### config.mk
export PLATFORM = sky130hd
export DESIGN_NAME = uart_rx_majority
export DESIGN_NICKNAME = d
export VERILOG_FILES = /design/src/rtl/uart_pkg.sv /design/src/rtl/uart_rx_sync.sv /design/src/rtl/uart_rx_majority.sv
export SDC_FILE = /design/constraint.sdc
export NUM_CORES = 1
export LEC_CHECK = 0
export ABC_AREA = 1
export BUFFER_PORTS_ARGS = -buffer_cell sky130_fd_sc_hd__buf_4
export CAP_MARGIN = 5
export CORE_AREA = 2 2 57 64
export CTS_CLUSTER_DIAMETER = 120
export DETAILED_ROUTE_END_ITERATION = 16
export DIE_AREA = 0 0 59 66
export PLACE_DENSITY = 0.72
export RECOVER_POWER = 100
export SKIP_LAST_GASP = 1
export SLEW_MARGIN = 20
export SYNTH_ARGS = -nofsm -noshare
export SYNTH_HDL_FRONTEND = slang
export SYNTH_HIERARCHICAL = 1
export SYNTH_SLANG_ARGS = --single-unit
### constraint.sdc
create_clock -name clk -period 2.57 [get_ports clk]
set_input_delay 0.257 -clock clk [delete_from_list [all_inputs] [get_ports clk]]
set_output_delay 0.257 -clock clk [all_outputs]
set_load 0.02 [all_outputs]
### src/rtl/uart_pkg.sv
// Shared types and helpers for the UART receive path.
package uart_pkg;

  localparam int DATA_BITS = 8;

  typedef enum logic [2:0] {
    IDLE   = 3'd0,
    START  = 3'd1,
    DATA   = 3'd2,
    PARITY = 3'd3,
    STOP   = 3'd4
  } rx_state_t;

  function automatic int bit_clks(input int clk_freq, input int baud_rate);
    return clk_freq / baud_rate;
  endfunction

endpackage

### src/rtl/uart_rx_sync.sv
// Two-flop synchroniser for the serial line plus falling-edge detect on the synced value.
module uart_rx_sync (
  input  logic clk,
  input  logic rst,
  input  logic rx,
  output logic rxs,
  output logic fall
);

  logic meta_q, sync_q, prev_q;

  // Flops reset to the idle-high level so reset release never looks like a start edge.
  always_ff @(posedge clk or negedge rst) begin
    if (!rst) begin
      meta_q <= 1'b1;
      sync_q <= 1'b1;
      prev_q <= 1'b1;
    end else begin
      meta_q <= rx;
      sync_q <= meta_q;
      prev_q <= sync_q;
    end
  end

  assign rxs  = sync_q;
  assign fall = prev_q & ~sync_q;

endmodule

### src/rtl/uart_rx_majority.sv
// 8N1 UART receiver with 3-sample majority voting, glitch-start rejection and framing check.
// Optional even-parity bit enabled by defining UART_RX_PARITY_EN.
module uart_rx_majority
  import uart_pkg::*;
#(
  parameter int clk_freq  = 1000000,
  parameter int baud_rate = 9600
) (
  input  logic                 clk,
  input  logic                 rst,
  input  logic                 rx,
  output logic [DATA_BITS-1:0] dout,
  output logic                 done,
  output logic                 ferr,
  output logic                 perr,
  output logic                 busy
);

  localparam int BIT_CLKS = bit_clks(clk_freq, baud_rate);
  localparam int HALF     = BIT_CLKS / 2;
  localparam int CW       = $clog2(BIT_CLKS);
  localparam int IW       = $clog2(DATA_BITS);

  localparam logic [CW-1:0] CNT_LAST = CW'(BIT_CLKS - 1);
  localparam logic [CW-1:0] CNT_S0   = CW'(HALF - 1);
  localparam logic [CW-1:0] CNT_S1   = CW'(HALF);
  localparam logic [CW-1:0] CNT_DEC  = CW'(HALF + 1);
  localparam logic [IW-1:0] IDX_LAST = IW'(DATA_BITS - 1);

  if (BIT_CLKS < 8) begin : g_bit_clks_check
    $error("uart_rx_majority: clk_freq/baud_rate must be at least 8");
  end

  rx_state_t            state_q, state_d;
  logic [CW-1:0]        cnt_q, cnt_d;
  logic [IW-1:0]        idx_q, idx_d;
  logic [DATA_BITS-1:0] shift_q, shift_d;
  logic [DATA_BITS-1:0] dout_q, dout_d;
  logic [1:0]           smp_q, smp_d;
  logic                 done_q, done_d;
  logic                 ferr_q, ferr_d;
  logic                 busy_q, busy_d;
  logic                 rxs, fall, maj, dec, bit_end, stop_ok;
`ifdef UART_RX_PARITY_EN
  logic                 par_q, par_d;
  logic                 pbad_q, pbad_d;
  logic                 perr_q, perr_d;
`endif

  uart_rx_sync u_sync (
    .clk  (clk),
    .rst  (rst),
    .rx   (rx),
    .rxs  (rxs),
    .fall (fall)
  );

  // The third sample is the live synced value, so the vote resolves on the decision cycle.
  assign maj     = (smp_q[0] & smp_q[1]) | (smp_q[0] & rxs) | (smp_q[1] & rxs);
  assign dec     = (cnt_q == CNT_DEC);
  assign bit_end = (cnt_q == CNT_LAST);
`ifdef UART_RX_PARITY_EN
  assign stop_ok = maj & ~pbad_q;
`else
  assign stop_ok = maj;
`endif

  always_comb begin
    state_d = state_q;
    cnt_d   = bit_end ? '0 : cnt_q + CW'(1);
    idx_d   = idx_q;
    shift_d = shift_q;
    dout_d  = dout_q;
    smp_d   = smp_q;
    done_d  = 1'b0;
    ferr_d  = 1'b0;
    busy_d  = busy_q;
`ifdef UART_RX_PARITY_EN
    par_d   = par_q;
    pbad_d  = pbad_q;
    perr_d  = 1'b0;
`endif
    if (cnt_q == CNT_S0) smp_d[0] = rxs;
    if (cnt_q == CNT_S1) smp_d[1] = rxs;

    case (state_q)
      IDLE: begin
        cnt_d = '0;
        if (fall) begin
          state_d = START;
          busy_d  = 1'b1;
          idx_d   = '0;
`ifdef UART_RX_PARITY_EN
          par_d   = 1'b0;
          pbad_d  = 1'b0;
`endif
        end
      end
      START: begin
        if (dec && maj) begin
          state_d = IDLE;
          busy_d  = 1'b0;
          cnt_d   = '0;
        end else if (bit_end) begin
          state_d = DATA;
          idx_d   = '0;
        end
      end
      DATA: begin
        if (dec) begin
          shift_d = {maj, shift_q[DATA_BITS-1:1]};
`ifdef UART_RX_PARITY_EN
          par_d   = par_q ^ maj;
`endif
        end
        if (bit_end) begin
          idx_d = idx_q + IW'(1);
          if (idx_q == IDX_LAST) begin
`ifdef UART_RX_PARITY_EN
            state_d = PARITY;
`else
            state_d = STOP;
`endif
          end
        end
      end
`ifdef UART_RX_PARITY_EN
      PARITY: begin
        if (dec) pbad_d = par_q ^ maj;
        if (bit_end) state_d = STOP;
      end
`endif
      STOP: begin
        // Leave at the stop-bit centre so a following start edge is not missed.
        if (dec) begin
          state_d = IDLE;
          busy_d  = 1'b0;
          cnt_d   = '0;
          ferr_d  = ~maj;
`ifdef UART_RX_PARITY_EN
          perr_d  = pbad_q;
`endif
          if (stop_ok) begin
            dout_d = shift_q;
            done_d = 1'b1;
          end
        end
      end
      default: begin
        state_d = IDLE;
        busy_d  = 1'b0;
        cnt_d   = '0;
      end
    endcase
  end

  always_ff @(posedge clk or negedge rst) begin
    if (!rst) begin
      state_q <= IDLE;
      cnt_q   <= '0;
      idx_q   <= '0;
      shift_q <= '0;
      dout_q  <= '0;
      smp_q   <= '0;
      done_q  <= 1'b0;
      ferr_q  <= 1'b0;
      busy_q  <= 1'b0;
`ifdef UART_RX_PARITY_EN
      par_q   <= 1'b0;
      pbad_q  <= 1'b0;
      perr_q  <= 1'b0;
`endif
    end else begin
      state_q <= state_d;
      cnt_q   <= cnt_d;
      idx_q   <= idx_d;
      shift_q <= shift_d;
      dout_q  <= dout_d;
      smp_q   <= smp_d;
      done_q  <= done_d;
      ferr_q  <= ferr_d;
      busy_q  <= busy_d;
`ifdef UART_RX_PARITY_EN
      par_q   <= par_d;
      pbad_q  <= pbad_d;
      perr_q  <= perr_d;
`endif
    end
  end

  assign dout = dout_q;
  assign done = done_q;
  assign ferr = ferr_q;
  assign busy = busy_q;
`ifdef UART_RX_PARITY_EN
  assign perr = perr_q;
`else
  assign perr = 1'b0;
`endif

endmodule
==> run_results.csv <==
group,metric,value,unit
clocking,h-tree-depth,2,
place,place_hpwl,2.23,mm
clocking,clkLatencyLatePin,0.34,ns
clocking,cts_buffers,5,
floorplan,start_util,52.6,%
timing,tightest_slew,0.883,ns
timing,fmax,0.547,GHz
layout,layout.nets,220,
layout,antennaDiodeCount,0,
hold_path,hold_start,"u_sync/meta_q$_DFF_PN1_",
power_and_ir_drop,powerDensity,740,mW/mm^2
worst_setup_path,crit_required,2.85,ns
routing,first_pass_iters,4,
logic_synthesis,syn_area,0.00171,mm^2
floorplan,core,0.00325,mm^2
global_route,use_met3,5.87,%
worst_setup_path,timing.rr.start,"cnt_q[1]$_DFF_PN0_",
timing,rsz0062_at_grt,"no",
timing,setup_viol,0,
clocking,cts.clk_slew.worst_paths,0.11,ns
floorplan,num_io_pins,15,
routing,ant_nets,0,
logic_synthesis,synth_cells,193,
logic_synthesis,synth_most_common_cell,"nand2_1",
worst_setup_path,path_max_fanout,11,
clocking,cts_sinks,37,
clocking,cts_tree,"yes",
logic_synthesis,ys_seq_area_share,54.4,%
place,portBuffers,13,
floorplan,die_h,66,um
global_route,grt_pass1_wl,5.41,mm
logic_synthesis,avgSynthCellArea,8.85,um^2
routing,vias,1284,
logic_synthesis,ys_ff_latch,37,
place,gp_congestion,0.828,
worst_setup_path,critical_path_class,"reg2reg",
global_route,met1_usage,21.2,%
global_route,grt_pass1_vias,1284,
timing,finalHoldViolCount,0,
logic_synthesis,synth_top_area_share,49.8,%
floorplan,die_w,59,um
hold_path,hp-class,"reg2reg",
layout,syn_to_final_growth,6.52,%
global_route,grt_max_degree,38,
logic_synthesis,synth_area_leader_cell,"dfrtp_1",
worst_setup_path,startpoint,"cnt_q[1]$_DFF_PN0_",
routing,drt_iter0_drc,54,
global_route,overflow,0,
layout,drive_gt1_share,7.04,%
timing,tns,0,ns
logic_synthesis,synth_top_flop_cell,"dfrtp_1",
layout,stdcell_count,249,
logic_synthesis,synth-edff-count,0,
clocking,cts_root_buf,"clkbuf_4",
layout,utilization,56.0,%
clocking,clockBufferDepth,2,
global_route,grt-busiest-layer,"met2",
timing,max_slew_margin,41.1,%
power_and_ir_drop,ir_drop,0.370,mV
logic_synthesis,ys_top_cells_by_count,"nand2_1, dfrtp_1, inv_1, o21ai_0, nor2_1",
logic_synthesis,synth_cell_type_count,24,
global_route,met2_usage,32.8,%
power_and_ir_drop,finalPower,0.00135,W
worst_setup_path,reg2reg_slack,0.74,ns
timing,timing.final.crit_share,71.1,%
routing,drt_wl_total,3.10,mm
logic_synthesis,synth_area_leaders,"dfrtp_1, nand2_1, o21ai_0",
worst_setup_path,worstSetupEndpointType,"flip-flop",
timing,report.final.slew_viol_count,0,
layout,nFillCells,319,
worst_setup_path,cp_data_arrival_time,2.11,ns
logic_synthesis,syn_nets,201,
routing,route.detailed.drc,0,
floorplan,die_area,0.00389,mm^2
power_and_ir_drop,leakage,0.969,nW
global_route,antenna_found_initial,0,
logic_synthesis,yosys_warnings,6,
floorplan,rows,22,
place,place_inst,239,
timing,finalCriticalPeriod,1.83,ns
logic_synthesis,async_flop_share,100,%
routing,wire_per_inst,12.4,um
worst_setup_path,crit_path_start_kind,"flip-flop",
global_route,grt_usage,18.7,%
outcome,status,"finished clean",
routing,drt-vias-per-instance,5.16,
job,maxCapViolCount,0,
timing,fin_skew,0.0113,ns
[flip-flops by register name, summed over array words and instances (netlist names)]
signal / count
busy: 1
cnt_q: 7
done: 1
dout: 8
ferr: 1
idx_q: 3
shift_q: 8
smp_q: 2
state_q: 3
u_sync/meta_q: 1
u_sync/prev_q: 1
u_sync/rxs: 1
[per-layer routing]
layer | part of all wire [%] | routed length (um)
met5 | 0 | 0
met4 | 1.5 | 47
met3 | 4.5 | 140
met2 | 48 | 1500
met1 | 46 | 1410
[logic make-up (layout without fill, tap and decap cells)]
family	count (synthesis)	after routing	synth area share [%]
AND/OR/NAND/NOR	93	93	25.4
flip-flops	37	37	54.4
buffers and inverters	27	47	6.45
AO/OA/AOI/OAI	26	26	7.77
adder cells (fa/ha/maj)	5	5	3.66
XOR/XNOR	4	4	2.05
other	1	1	0.220
[placed cells by master (no fill, tap or decap), types with 2 or more instances in the layout]
cell,count
nand3_1,12
dfstp_2,2
a21oi_1,2
clkinv_2,2
dfrtp_1,34
dlygate4sd3_1,2
xor2_1,4
inv_1,23
nor2_1,16
o21ai_0,23
nand4_1,5
clkbuf_1,12
clkbuf_4,6
nand2_1,55
ha_1,5
[through the flow]
stage               hold slack [ns]  area (um^2)  setup slack (ns)
floorplan                   -0.0386         1710              1.25
global placement              0.232         1830             0.853
detailed placement            0.243         1830             0.732
CTS                          0.0124         1900             0.709
global route                  0.382         1820             0.488
finish                        0.377         1820             0.742
[power breakdown]
group          internal [W]  switching [W]
Combinational      0.000118       0.000264
Clock              0.000104       0.000187
Sequential         0.000634      0.0000395
Total              0.000856       0.000491
[area by class of cell]
cell class	instances	area, um^2	share of cell area (%)
Sequential cell	37	930	51.1
Multi-Input combinational cell	129	626	34.4
Inverter	23	86.3	4.75
Timing Repair Buffer	16	81.3	4.47
Tap cell	36	45.0	2.48
Clock buffer	6	41.3	2.27
Clock inverter	2	10.0	0.550
[repair_timing]
action / 4_1_cts / 5_1_grt
buffers inserted: 0 / 0
hold buffers: 1 / 1
hold endpoints to repair: 34 / 1
gates resized for setup: 0 / 0
[worst paths after layout]
kind | cells past startpoint | endpoint
worst min register to register | 0 | u_sync/rxs$_DFF_PN1_
min in group asynchronous | 2 | dout[2]$_DFFE_PN0P_
worst min-delay path | 0 | u_sync/rxs$_DFF_PN1_
worst max-delay path | 8 | dout[1]$_DFFE_PN0P_
max in group asynchronous | 2 | idx_q[0]$_DFFE_PN0P_
worst max register to register | 8 | dout[1]$_DFFE_PN0P_
[worst max-delay path, stage by stage (launching register included)]
cell     delay (ns)
dfrtp_1        0.41
inv_1          0.08
ha_1           0.14
nand3_1        0.09
nor2_1         0.14
nand2_1        0.23
nor2_1         0.49
nand2_1        0.11
nand2_1        0.09
(Power assumes the default switching activity.)
